==> config.mk <==
export PLATFORM = sky130hd
export DESIGN_NAME = lo_write_ook
export DESIGN_NICKNAME = d
export VERILOG_FILES = /design/src/rtl/lo_write_ook_pkg.sv /design/src/rtl/lo_write_ook_tx_fifo.sv /design/src/rtl/lo_write_ook.sv
export SDC_FILE = /design/constraint.sdc
export NUM_CORES = 1
export LEC_CHECK = 0
export CAP_MARGIN = 20
export CELL_PAD_IN_SITES_DETAIL_PLACEMENT = 1
export CELL_PAD_IN_SITES_GLOBAL_PLACEMENT = 1
export CORE_ASPECT_RATIO = 0.5
export CORE_MARGIN = 3
export CORE_UTILIZATION = 30
export CTS_CLUSTER_SIZE = 28
export DETAILED_ROUTE_END_ITERATION = 16
export GPL_ROUTABILITY_DRIVEN = 1
export PLACE_DENSITY_LB_ADDON = 0.1
export REMOVE_ABC_BUFFERS = 1
export SETUP_SLACK_MARGIN = 0.5
export SLEW_MARGIN = 25
export SYNTH_ARGS = -nofsm -noshare
export SYNTH_HDL_FRONTEND = slang
export SYNTH_SLANG_ARGS = --single-unit
==> constraint.sdc <==
create_clock -name pck0 -period 5.1 [get_ports pck0]
set_input_delay 0.765 -clock pck0 [delete_from_list [all_inputs] [get_ports pck0]]
set_output_delay 0.765 -clock pck0 [all_outputs]
set_load 0.01 [all_outputs]
==> src/rtl/lo_write_ook_pkg.sv <==
// Shared definitions for the LF write path: TX FSM states, default timing,
// SSP slot geometry and the received slot word layout.
package lo_write_ook_pkg;

   typedef enum logic [1:0] {
      IDLE  = 2'd0,
      START = 2'd1,
      MARK  = 2'd2,
      SPACE = 2'd3
   } tx_state_e;

   localparam int unsigned DEF_SSP_DIV    = 12;
   localparam int unsigned DEF_FIFO_DEPTH = 4;
   localparam int unsigned DEF_START_GAP  = 30;
   localparam int unsigned DEF_WRITE_GAP  = 10;
   localparam int unsigned DEF_ZERO_LEN   = 24;
   localparam int unsigned DEF_ONE_LEN    = 56;

   localparam int unsigned SLOT_BITS    = 9;
   localparam int unsigned SLOT_PERIODS = 10;

   localparam int unsigned CAR_W = 8;
   localparam int unsigned LEN_W = 8;
   localparam logic [CAR_W-1:0] DIV_MIN = 8'd16;

   // One SSP receive slot: valid flag followed by the command byte.
   typedef struct packed {
      logic       valid;
      logic [7:0] data;
   } ssp_word_t;

   // Short divisors would starve the FSM of time per carrier half-period.
   function automatic logic [CAR_W-1:0] clamp_div(input logic [CAR_W-1:0] d);
      return (d < DIV_MIN) ? DIV_MIN : d;
   endfunction

endpackage

==> src/rtl/lo_write_ook_tx_fifo.sv <==
// Command-byte FIFO, show-ahead read (dout is the head entry).
// Ports: clk, rst_n, flush (sync clear), push/din, pop/dout, full, empty.
module lo_tx_fifo #(
   parameter int unsigned DEPTH = 4
) (
   input  logic       clk,
   input  logic       rst_n,
   input  logic       flush,
   input  logic       push,
   input  logic [7:0] din,
   input  logic       pop,
   output logic [7:0] dout,
   output logic       full,
   output logic       empty
);
   localparam int unsigned AW = $clog2(DEPTH);
   localparam int unsigned CW = AW + 1;

   logic [7:0]    mem_q [DEPTH];
   logic [7:0]    mem_d [DEPTH];
   logic [AW-1:0] wr_q, wr_d, rd_q, rd_d;
   logic [CW-1:0] cnt_q, cnt_d;
   logic          do_push, do_pop;

   assign full  = (cnt_q == CW'(DEPTH));
   assign empty = (cnt_q == '0);
   assign dout  = mem_q[rd_q];

   // Pointers wrap naturally because DEPTH is a power of two.
   always_comb begin
      mem_d   = mem_q;
      wr_d    = wr_q;
      rd_d    = rd_q;
      cnt_d   = cnt_q;
      do_push = push & ~full;
      do_pop  = pop & ~empty;
      if (flush) begin
         wr_d  = '0;
         rd_d  = '0;
         cnt_d = '0;
      end else begin
         if (do_push) begin
            mem_d[wr_q] = din;
            wr_d        = wr_q + AW'(1);
         end
         if (do_pop) rd_d = rd_q + AW'(1);
         cnt_d = cnt_q + CW'(do_push) - CW'(do_pop);
      end
   end

   always_ff @(posedge clk or negedge rst_n) begin
      if (!rst_n) begin
         for (int i = 0; i < int'(DEPTH); i++) mem_q[i] <= '0;
         wr_q  <= '0;
         rd_q  <= '0;
         cnt_q <= '0;
      end else begin
         mem_q <= mem_d;
         wr_q  <= wr_d;
         rd_q  <= rd_d;
         cnt_q <= cnt_d;
      end
   end

endmodule

==> src/rtl/lo_write_ook.sv <==
// LF reader write path: receives command bytes over SSP and gap/pulse-length
// modulates the LF carrier with them.
// Ports: pck0/nrst clock and async reset; divisor carrier half-period - 1;
// write_en block enable; ssp_dout serial data in; ssp_clk/ssp_frame SSP
// timing out; pwr_lo coil drive, pwr_hi tied low; busy; dbg mirrors pwr_lo.
module lo_write_ook
   import lo_write_ook_pkg::*;
#(
   parameter int unsigned SSP_DIV    = DEF_SSP_DIV,
   parameter int unsigned FIFO_DEPTH = DEF_FIFO_DEPTH,
   parameter int unsigned START_GAP  = DEF_START_GAP,
   parameter int unsigned WRITE_GAP  = DEF_WRITE_GAP,
   parameter int unsigned ZERO_LEN   = DEF_ZERO_LEN,
   parameter int unsigned ONE_LEN    = DEF_ONE_LEN
) (
   input  logic       pck0,
   input  logic       nrst,
   input  logic [7:0] divisor,
   input  logic       write_en,
   input  logic       ssp_dout,
   output logic       ssp_clk,
   output logic       ssp_frame,
   output logic       pwr_lo,
   output logic       pwr_hi,
   output logic       busy,
   output logic       dbg
);
   localparam logic [7:0]       SSP_TOP   = 8'(SSP_DIV - 1);
   localparam logic [3:0]       POS_LAST  = 4'(SLOT_PERIODS - 1);
   localparam logic [3:0]       POS_PUSH  = 4'(SLOT_BITS);
   localparam logic [LEN_W-1:0] START_LEN = LEN_W'(START_GAP);
   localparam logic [LEN_W-1:0] WRITE_LEN = LEN_W'(WRITE_GAP);
   localparam logic [LEN_W-1:0] ZERO_L    = LEN_W'(ZERO_LEN);
   localparam logic [LEN_W-1:0] ONE_L     = LEN_W'(ONE_LEN);

   logic [CAR_W-1:0] car_cnt_q, car_cnt_d, car_lim_q, car_lim_d;
   logic             phase_q, phase_d, tick_c;
   logic [7:0]       ssp_div_q, ssp_div_d;
   logic             sclk_q, sclk_d, frame_q, frame_d;
   logic [3:0]       pos_q, pos_d;
   logic [7:0]       shift_q, shift_d;
   ssp_word_t        rx_word_c;
   logic             push_c, pop_c;
   tx_state_e        state_q, state_d;
   logic [LEN_W-1:0] len_q, len_d;
   logic [2:0]       idx_q, idx_d;
   logic [7:0]       byte_q, byte_d;
   logic             gap_c, pwr_q, pwr_d, busy_q, busy_d;
   logic [7:0]       fifo_dout;
   logic             fifo_full, fifo_empty;

   lo_tx_fifo #(.DEPTH(FIFO_DEPTH)) u_fifo (
      .clk   (pck0),
      .rst_n (nrst),
      .flush (~write_en),
      .push  (push_c),
      .din   (rx_word_c.data),
      .pop   (pop_c),
      .dout  (fifo_dout),
      .full  (fifo_full),
      .empty (fifo_empty)
   );

   // Carrier: divisor is latched at each wrap; tick marks a rising phase toggle.
   always_comb begin
      car_cnt_d = car_cnt_q;
      car_lim_d = car_lim_q;
      phase_d   = phase_q;
      tick_c    = 1'b0;
      if (!write_en) begin
         car_cnt_d = '0;
         phase_d   = 1'b0;
         car_lim_d = clamp_div(divisor);
      end else if (car_cnt_q == car_lim_q) begin
         car_cnt_d = '0;
         phase_d   = ~phase_q;
         car_lim_d = clamp_div(divisor);
         tick_c    = ~phase_q;
      end else begin
         car_cnt_d = car_cnt_q + 8'd1;
      end
   end

   // SSP slot receiver: pos 0 is the frame-low period, 1..9 carry the bits.
   always_comb begin
      ssp_div_d = ssp_div_q;
      sclk_d    = sclk_q;
      pos_d     = pos_q;
      frame_d   = frame_q;
      shift_d   = shift_q;
      push_c    = 1'b0;
      rx_word_c = '{valid: shift_q[7], data: {shift_q[6:0], ssp_dout}};
      if (!write_en) begin
         ssp_div_d = '0;
         sclk_d    = 1'b0;
         pos_d     = '0;
         frame_d   = 1'b0;
      end else if (ssp_div_q == SSP_TOP) begin
         ssp_div_d = '0;
         sclk_d    = ~sclk_q;
         if (sclk_q) begin
            if (pos_q == POS_LAST) begin
               pos_d   = '0;
               frame_d = 1'b0;
            end else begin
               pos_d = pos_q + 4'd1;
               if (pos_q == '0) frame_d = ~fifo_full;
            end
         end else if (frame_q) begin
            shift_d = {shift_q[6:0], ssp_dout};
            if (pos_q == POS_PUSH) push_c = rx_word_c.valid;
         end
      end else begin
         ssp_div_d = ssp_div_q + 8'd1;
      end
   end

   // TX FSM, advanced once per carrier period.
   always_comb begin
      state_d = state_q;
      len_d   = len_q;
      idx_d   = idx_q;
      byte_d  = byte_q;
      pop_c   = 1'b0;
      if (!write_en) begin
         state_d = IDLE;
         len_d   = '0;
         idx_d   = '0;
         byte_d  = '0;
      end else if (tick_c) begin
         case (state_q)
            IDLE: begin
               if (!fifo_empty) begin
                  state_d = START;
                  len_d   = START_LEN;
               end
            end
            START: begin
               if (len_q <= 8'd1) begin
                  pop_c   = 1'b1;
                  byte_d  = fifo_dout;
                  idx_d   = 3'd7;
                  state_d = MARK;
                  len_d   = fifo_dout[7] ? ONE_L : ZERO_L;
               end else len_d = len_q - 8'd1;
            end
            MARK: begin
               if (len_q <= 8'd1) begin
                  state_d = SPACE;
                  len_d   = WRITE_LEN;
                  if (idx_q != 3'd0) begin
                     idx_d = idx_q - 3'd1;
                  end else if (!fifo_empty) begin
                     pop_c  = 1'b1;
                     byte_d = fifo_dout;
                     idx_d  = 3'd7;
                  end else begin
                     state_d = IDLE;
                     len_d   = '0;
                  end
               end else len_d = len_q - 8'd1;
            end
            SPACE: begin
               if (len_q <= 8'd1) begin
                  state_d = MARK;
                  len_d   = byte_q[idx_q] ? ONE_L : ZERO_L;
               end else len_d = len_q - 8'd1;
            end
            default: state_d = IDLE;
         endcase
      end
      // Gap follows the next state, so it only moves on a period tick.
      gap_c  = (state_d == START) || (state_d == SPACE);
      pwr_d  = write_en & phase_d & ~gap_c;
      // A pop only happens while the next state is busy anyway.
      busy_d = write_en & ((state_d != IDLE) | ~fifo_empty | push_c);
   end

   always_ff @(posedge pck0 or negedge nrst) begin
      if (!nrst) begin
         car_cnt_q <= '0;
         car_lim_q <= DIV_MIN;
         phase_q   <= 1'b0;
         ssp_div_q <= '0;
         sclk_q    <= 1'b0;
         pos_q     <= '0;
         frame_q   <= 1'b0;
         shift_q   <= '0;
         state_q   <= IDLE;
         len_q     <= '0;
         idx_q     <= '0;
         byte_q    <= '0;
         pwr_q     <= 1'b0;
         busy_q    <= 1'b0;
      end else begin
         car_cnt_q <= car_cnt_d;
         car_lim_q <= car_lim_d;
         phase_q   <= phase_d;
         ssp_div_q <= ssp_div_d;
         sclk_q    <= sclk_d;
         pos_q     <= pos_d;
         frame_q   <= frame_d;
         shift_q   <= shift_d;
         state_q   <= state_d;
         len_q     <= len_d;
         idx_q     <= idx_d;
         byte_q    <= byte_d;
         pwr_q     <= pwr_d;
         busy_q    <= busy_d;
      end
   end

   assign ssp_clk   = sclk_q;
   assign ssp_frame = frame_q;
   assign pwr_lo    = pwr_q;
   assign dbg       = pwr_q;
   assign pwr_hi    = 1'b0;
   assign busy      = busy_q;

endmodule

==> flow_metrics.env, run 1 <==
export IMPL_multi_input_area_sq_um=2425
export IMPL_maxCapViolations=0
export IMPL_peakVddDrop_mv=0.1361
export IMPL_worst_setup_path_type="register to register"
export IMPL_antennaDiodeCount=0
export IMPL_cts_resized=0
export IMPL_grt_pass1_wl_mm=18.70
export IMPL_clkTransAtPathRegs_ns=0.08
export IMPL_end_kind="register"
export IMPL_fin_tns_setup_ns=0
export IMPL_holdCritPathClass="primary input to async pin"
export IMPL_ant_nets=0
export IMPL_ioPinCount=18
export IMPL_wl_per_cell_um=15.97
export IMPL_max_freq_ghz=0.2944
export IMPL_relSlewSlack_pct=53.10
export IMPL_grt_pass1_vias=3388
export IMPL_clock_root_buffer="clkbuf_16"
export IMPL_overflow=0
export IMPL_vias_per_cell=4.777
export IMPL_numCtsBuffers=9
export IMPL_setup_violations=0
export IMPL_fill_cells=1822
export IMPL_clockBufferDepth=2
export IMPL_period_share_pct=66.59
export IMPL_dp_cells=674
export IMPL_syn_area_sq_um=5112
export IMPL_hold_buffers=0
export IMPL_vias=3296
export IMPL_powerDensity_nw_per_um2=276.8
export IMPL_die_area_sq_um=18740
export IMPL_grt_max_degree=54
export IMPL_synth_cell_types=56
export IMPL_fin_cells=690
export IMPL_ys_seq_area_share_pct=49.46
export IMPL_whs_ns=0.4553
export IMPL_finClkSkew_ns=0.01169
export IMPL_regArea_sq_um=2529
export IMPL_place_gp_congestion=0.7472
export IMPL_drive_gt1_share_pct=19.65
export IMPL_drcViolationCount=0
export IMPL_post_route_min_period_ns=3.396
export IMPL_status="complete, no violations"
export IMPL_drt_iter0_markers=112
export IMPL_port_buffers=16
export IMPL_synth_edf_count=0
export IMPL_synthCells=441
export IMPL_hold_viol_final=0
export IMPL_wl_mm=11.02
export IMPL_cp_arrival_ns=3.63
export IMPL_ys_seq_elements=101
export IMPL_ys_async_sr_fraction_pct=100.0
export IMPL_worst_ep_required_time_ns=5.33
export IMPL_start_util_pct=30.95
export IMPL_dp_hpwl_mm=7.631
export IMPL_crit_fanout=9
export IMPL_cts_max_level=3
export IMPL_clkLatencyLatePin_ns=0.35
export IMPL_grt_setup_unrepaired="no"
export IMPL_dr_pass1_iters=2
export IMPL_cellLeakagePower_nw=2.699
export IMPL_coreArea_sq_um=16520
export IMPL_area_delta_synth_final_pct=13.68
export IMPL_grtUsageTotal_pct=12.62
export IMPL_synth_ff_type="dfrtp_1"
export IMPL_tightest_slew_ns=0.7035
export IMPL_synth_avg_cell_area_sq_um=11.59
export IMPL_start_kind="register"
export IMPL_nNetsFinal=491
export IMPL_die_h_um=98.31
export IMPL_synth_warnings=0
export IMPL_rows=33
export IMPL_cts_setup_buffers=0
export IMPL_grt_antenna_before_repair=0
export IMPL_drv_slew=0
export IMPL_cts_tree="done"
export IMPL_die_w_um=190.6
export IMPL_clock_sinks=101
-- kinds of logic (layout without fill, tap and decap cells) --
family / after synthesis / in the layout / synth area share (%)
other cells: 1 / 1 / 0.07335
mux: 69 / 69 / 17.11
xor+xnor: 26 / 26 / 4.454
simple gates: 139 / 139 / 14.44
fa+ha+maj: 21 / 21 / 5.286
compound gates: 46 / 46 / 6.070
flops: 101 / 101 / 49.46
buf+inv: 38 / 60 / 3.108
-- where the power goes --
group	leakage (nW)	internal [mW]	switching [mW]
clock network	0.144	0.348	0.343
logic	1.17	0.0343	0.0494
registers	1.38	0.817	0.0168
total	2.70	1.20	0.409
-- sequential cells by signal, summed over array words and instances (netlist names), 2 cells and up --
register	flops
u_fifo.mem_q	32
pos_q	4
shift_q	8
u_fifo.cnt_q	3
state_q	2
car_lim_q	8
idx_q	3
u_fifo.wr_q	2
car_cnt_q	8
byte_q	8
u_fifo.rd_q	2
ssp_div_q	8
len_q	8
-- routing by layer --
layer | global-route usage, % | vias to the layer above | wire (um)
met3 | 2.690 | 9 | 202
met1 | 18.96 | 1684 | 6096
met2 | 18.68 | 18 | 4620
li1 | - | 1585 | -
met5 | 0 | - | 0
met4 | 2.704 | 0 | 97
-- cell usage after synthesis (4+ instances only) --
master,count,share of area (%)
o21ai_0,18,1.8
o31ai_1,4,0.59
a21oi_1,5,0.49
nor2_1,42,3.1
clkbuf_1,5,0.37
nor3_1,7,0.69
nand2_2,4,0.49
mux2i_1,12,2.3
xnor2_1,7,1.2
inv_1,24,1.8
nand3_1,19,1.9
mux4_2,10,4.4
ha_1,20,4.9
mux2_2,46,10
nand2_1,25,1.8
nor4_1,7,0.86
dfrtp_1,100,49
and3_1,6,0.73
buf_2,4,0.39
xor2_1,19,3.3
nor3b_1,4,0.59
-- placed cells by master (no fill, tap or decap), drive strengths merged, types with 2 or more instances in the layout --
cell	instances
or2	2
mux2	47
o21ai	18
buf	4
nor3	7
a21oi	6
nor3b	4
o31ai	4
clkbuf	9
xor2	19
clkinv	4
and3	7
and2	3
nand4	3
inv	27
o211ai	3
nand2	29
nor2	42
a211oi	2
xnor2	7
clkdlybuf4s50	15
ha	20
mux2i	12
a31oi	3
dfrtp	100
nor2b	2
or4	2
nand3	20
mux4	10
or3	3
nand3b	2
nor4	9
-- critical path, cell delays in order (launching register included) --
cell	delay [ns]
dfrtp_1	0.44
xor2_1	0.17
nor4_1	0.27
nand2_1	0.14
inv_1	0.09
ha_1	0.41
nand4_1	0.17
nor3_1	0.32
ha_1	0.30
inv_1	0.05
ha_1	0.13
inv_1	0.05
fa_1	0.37
xor2_1	0.17
xnor2_1	0.14
nor2_1	0.05
-- path summary, 6_finish.rpt --
check | startpoint | slack [ns] | cells after the start | end
min in group pck0 | len_q[7] | 0.49 | 1 | len_q[7]
setup / recovery | car_cnt_q[2] | 1.70 | 15 | u_fifo.cnt_q[2]
hold reg to reg | len_q[7] | 0.49 | 1 | len_q[7]
max in group asynchronous | nrst | 3.52 | 2 | u_fifo.mem_q[30]
hold / removal | nrst | 0.46 | 1 | car_lim_q[1]
setup reg to reg | car_cnt_q[2] | 1.70 | 15 | u_fifo.cnt_q[2]
-- metrics by stage --
step	cell area (sq um)	utilization [%]	power, mW	setup WS, ns
floorplan	5047	-	0.8878	2.094
global placement	5512	33.37	0.9373	1.672
detailed placement	5512	33.37	0.9374	1.563
CTS	5812	35.19	1.649	1.655
global route	5812	35.19	1.693	1.301
finish	5812	35.19	1.609	1.704
-- final cells by class --
cell class              count  area share [%]
clock buffers               9           3.875
well taps                 227           4.887
clock inverters             7           1.292
repair buffers             19           3.100
multi-input cells         302           41.72
inverters                  25           1.615
flip-flops and latches    101           43.51
Power figures use the tool's default switching activity.
==> inputs of run 2 (changes only) <==
==> constraint.sdc (replaced) <==
create_clock -name pck0 -period 2.7 [get_ports pck0]
set_input_delay 0.405 -clock pck0 [delete_from_list [all_inputs] [get_ports pck0]]
set_output_delay 0.405 -clock pck0 [all_outputs]
set_load 0.01 [all_outputs]
==> flow_metrics.env, run 2 (same netlist as run 1, synthesis figures left out) <==
export IMPL_area_delta_synth_final_pct=23.64
export IMPL_finClkSkew_ns=0.01365
export IMPL_vias_per_cell=4.780
export IMPL_port_buffers=16
export IMPL_regArea_sq_um=2530
export IMPL_numCtsBuffers=9
export IMPL_violations="negative setup slack"
export IMPL_end_kind="register"
export IMPL_peakVddDrop_mv=0.2945
export IMPL_post_route_util_pct=38.27
export IMPL_relSlewSlack_pct=52.29
export IMPL_worst_setup_path_type="register to register"
export IMPL_clkLatencyLatePin_ns=0.35
export IMPL_nNetsFinal=536
export IMPL_final_common_cell="dfrtp_1"
export IMPL_whs_ns=0.03307
export IMPL_drv_slew=0
export IMPL_setup_violations=2
export IMPL_start_util_pct=30.95
export IMPL_clockBufferDepth=2
export IMPL_p_total_mw=3.073
export IMPL_rows=33
export IMPL_cellLeakagePower_nw=2.978
export IMPL_clkTransAtPathRegs_ns=0.08
export IMPL_cp_arrival_ns=3.14
export IMPL_place_gp_congestion=0.7107
export IMPL_grtUsageTotal_pct=13.79
export IMPL_die_area_sq_um=18740
export IMPL_clock_sinks=101
export IMPL_fill_cells=1809
export IMPL_hold_viol_final=0
export IMPL_powerDensity_nw_per_um2=486.1
export IMPL_wl_per_cell_um=16.43
export IMPL_die_h_um=98.31
export IMPL_ioPinCount=18
export IMPL_drive_gt1_share_pct=30.31
export IMPL_cts_tree="done"
export IMPL_grt_pass1_wl_mm=20.42
export IMPL_dr_pass1_iters=4
export IMPL_max_freq_ghz=0.3436
export IMPL_coreArea_sq_um=16520
export IMPL_drcViolationCount=0
export IMPL_overflow=0
export IMPL_ant_nets=0
export IMPL_status="finished, violations left"
export IMPL_holdCritPathClass="primary input to async pin"
export IMPL_start_kind="register"
export IMPL_vias=3513
export IMPL_wl_mm=12.08
export IMPL_pre_cts_ws_ns=-0.3682
export IMPL_grt_setup_unrepaired="yes"
export IMPL_antennaDiodeCount=0
export IMPL_largest_reg_flops=32
export IMPL_clock_root_buffer="clkbuf_16"
export IMPL_final_cell_mix="dfrtp_1, mux2_2, buf_4"
export IMPL_worst_ep_required_time_ns=2.93
export IMPL_multi_input_area_sq_um=2582
export IMPL_drt_iter0_markers=109
export IMPL_fin_tns_setup_ns=-0.2799
export IMPL_hold_buffers=0
export IMPL_tightest_slew_ns=0.7156
export IMPL_grt_max_degree=41
export IMPL_dp_hpwl_mm=8.601
export IMPL_setup_ws_ns=-0.2104
export IMPL_die_w_um=190.6
export IMPL_grt_pass1_vias=3816
export IMPL_period_share_pct=107.8
export IMPL_maxCapViolations=0
export IMPL_grt_antenna_before_repair=0
export IMPL_top_register="u_fifo.mem_q"
export IMPL_post_route_min_period_ns=2.910
export IMPL_cts_max_level=3
export IMPL_crit_fanout=2
==> run 2: cell count changes in the layout (fill, tap and decap cells not counted), moves of 3 or more <==
cell and delta:
nor4_1 -4, nor4_2 +3, nand2_4 +4, buf_4 +41
buf_6 +4, nand2_2 -3
==> run 2: metrics by stage <==
stage          std cells  area (sq um)
2_1_floorplan        428          5047
3_3_place_gp         711          5789
3_5_place_dp         711          5789
4_1_cts              732          6218
5_1_grt              735          6321
6_report             735          6321
==> run 2: layer usage <==
metal / vias to the layer above / track usage, % / part of all wire [%]
met1: 1804 / 19.69 / 51
met5: - / 0 / 0
met3: 8 / 2.618 / 2.2
met2: 19 / 22.04 / 46
met4: 0 / 2.761 / 0.81
li1: 1682 / - / -
==> run 2: layout make-up <==
| cell class | count | share of cell area (%) |
|---|---|---|
| well taps | 227 | 4.493 |
| multi-input cells | 302 | 40.86 |
| repair buffers | 64 | 8.432 |
| flip-flops and latches | 101 | 40.02 |
| clock buffers | 9 | 3.563 |
| clock inverters | 7 | 1.148 |
| inverters | 25 | 1.485 |
==> run 2: worst max-delay path, cell delays in order, from the launching register on <==
cell	delay [ns]
dfrtp_1	0.39
xor2_1	0.18
nor4_2	0.29
buf_4	0.17
nand2_4	0.05
inv_2	0.07
ha_4	0.12
nand4_1	0.12
nor3_2	0.20
ha_1	0.26
inv_1	0.05
ha_1	0.13
inv_1	0.05
fa_2	0.33
xor2_1	0.15
xnor2_1	0.16
nor2_1	0.05
==> run 2: where the power goes <==
| part | internal [mW] | leakage, nW | total [mW] | switching (mW) |
|---|---|---|---|---|
| clock network | 0.657 | 0.149 | 1.31 | 0.648 |
| logic | 0.0848 | 1.45 | 0.195 | 0.110 |
| registers | 1.54 | 1.38 | 1.57 | 0.0284 |
==> run 2: final timing paths <==
kind / from / to / slack (ns) / cells after the start
max: car_lim_q[6] / u_fifo.cnt_q[2] / -0.21 / 16
min: nrst / car_lim_q[7] / 0.03 / 1
max reg2reg: car_lim_q[6] / u_fifo.cnt_q[2] / -0.21 / 16
min reg2reg: len_q[7] / len_q[7] / 0.49 / 1
max in group asynchronous: nrst / u_fifo.mem_q[16] / 1.92 / 2
min in group pck0: len_q[7] / len_q[7] / 0.49 / 1
==> run 2: timing repair <==
| item | in CTS | in global routing |
|---|---|---|
| endpoints found under the setup margin | 55 | 58 |
| endpoints found under the hold margin | 0 | 0 |
| pin swaps | 10 | 4 |
| gates cloned | 0 | 0 |
| buffers inserted | 5 | 3 |
| gates resized for setup | 20 | 15 |
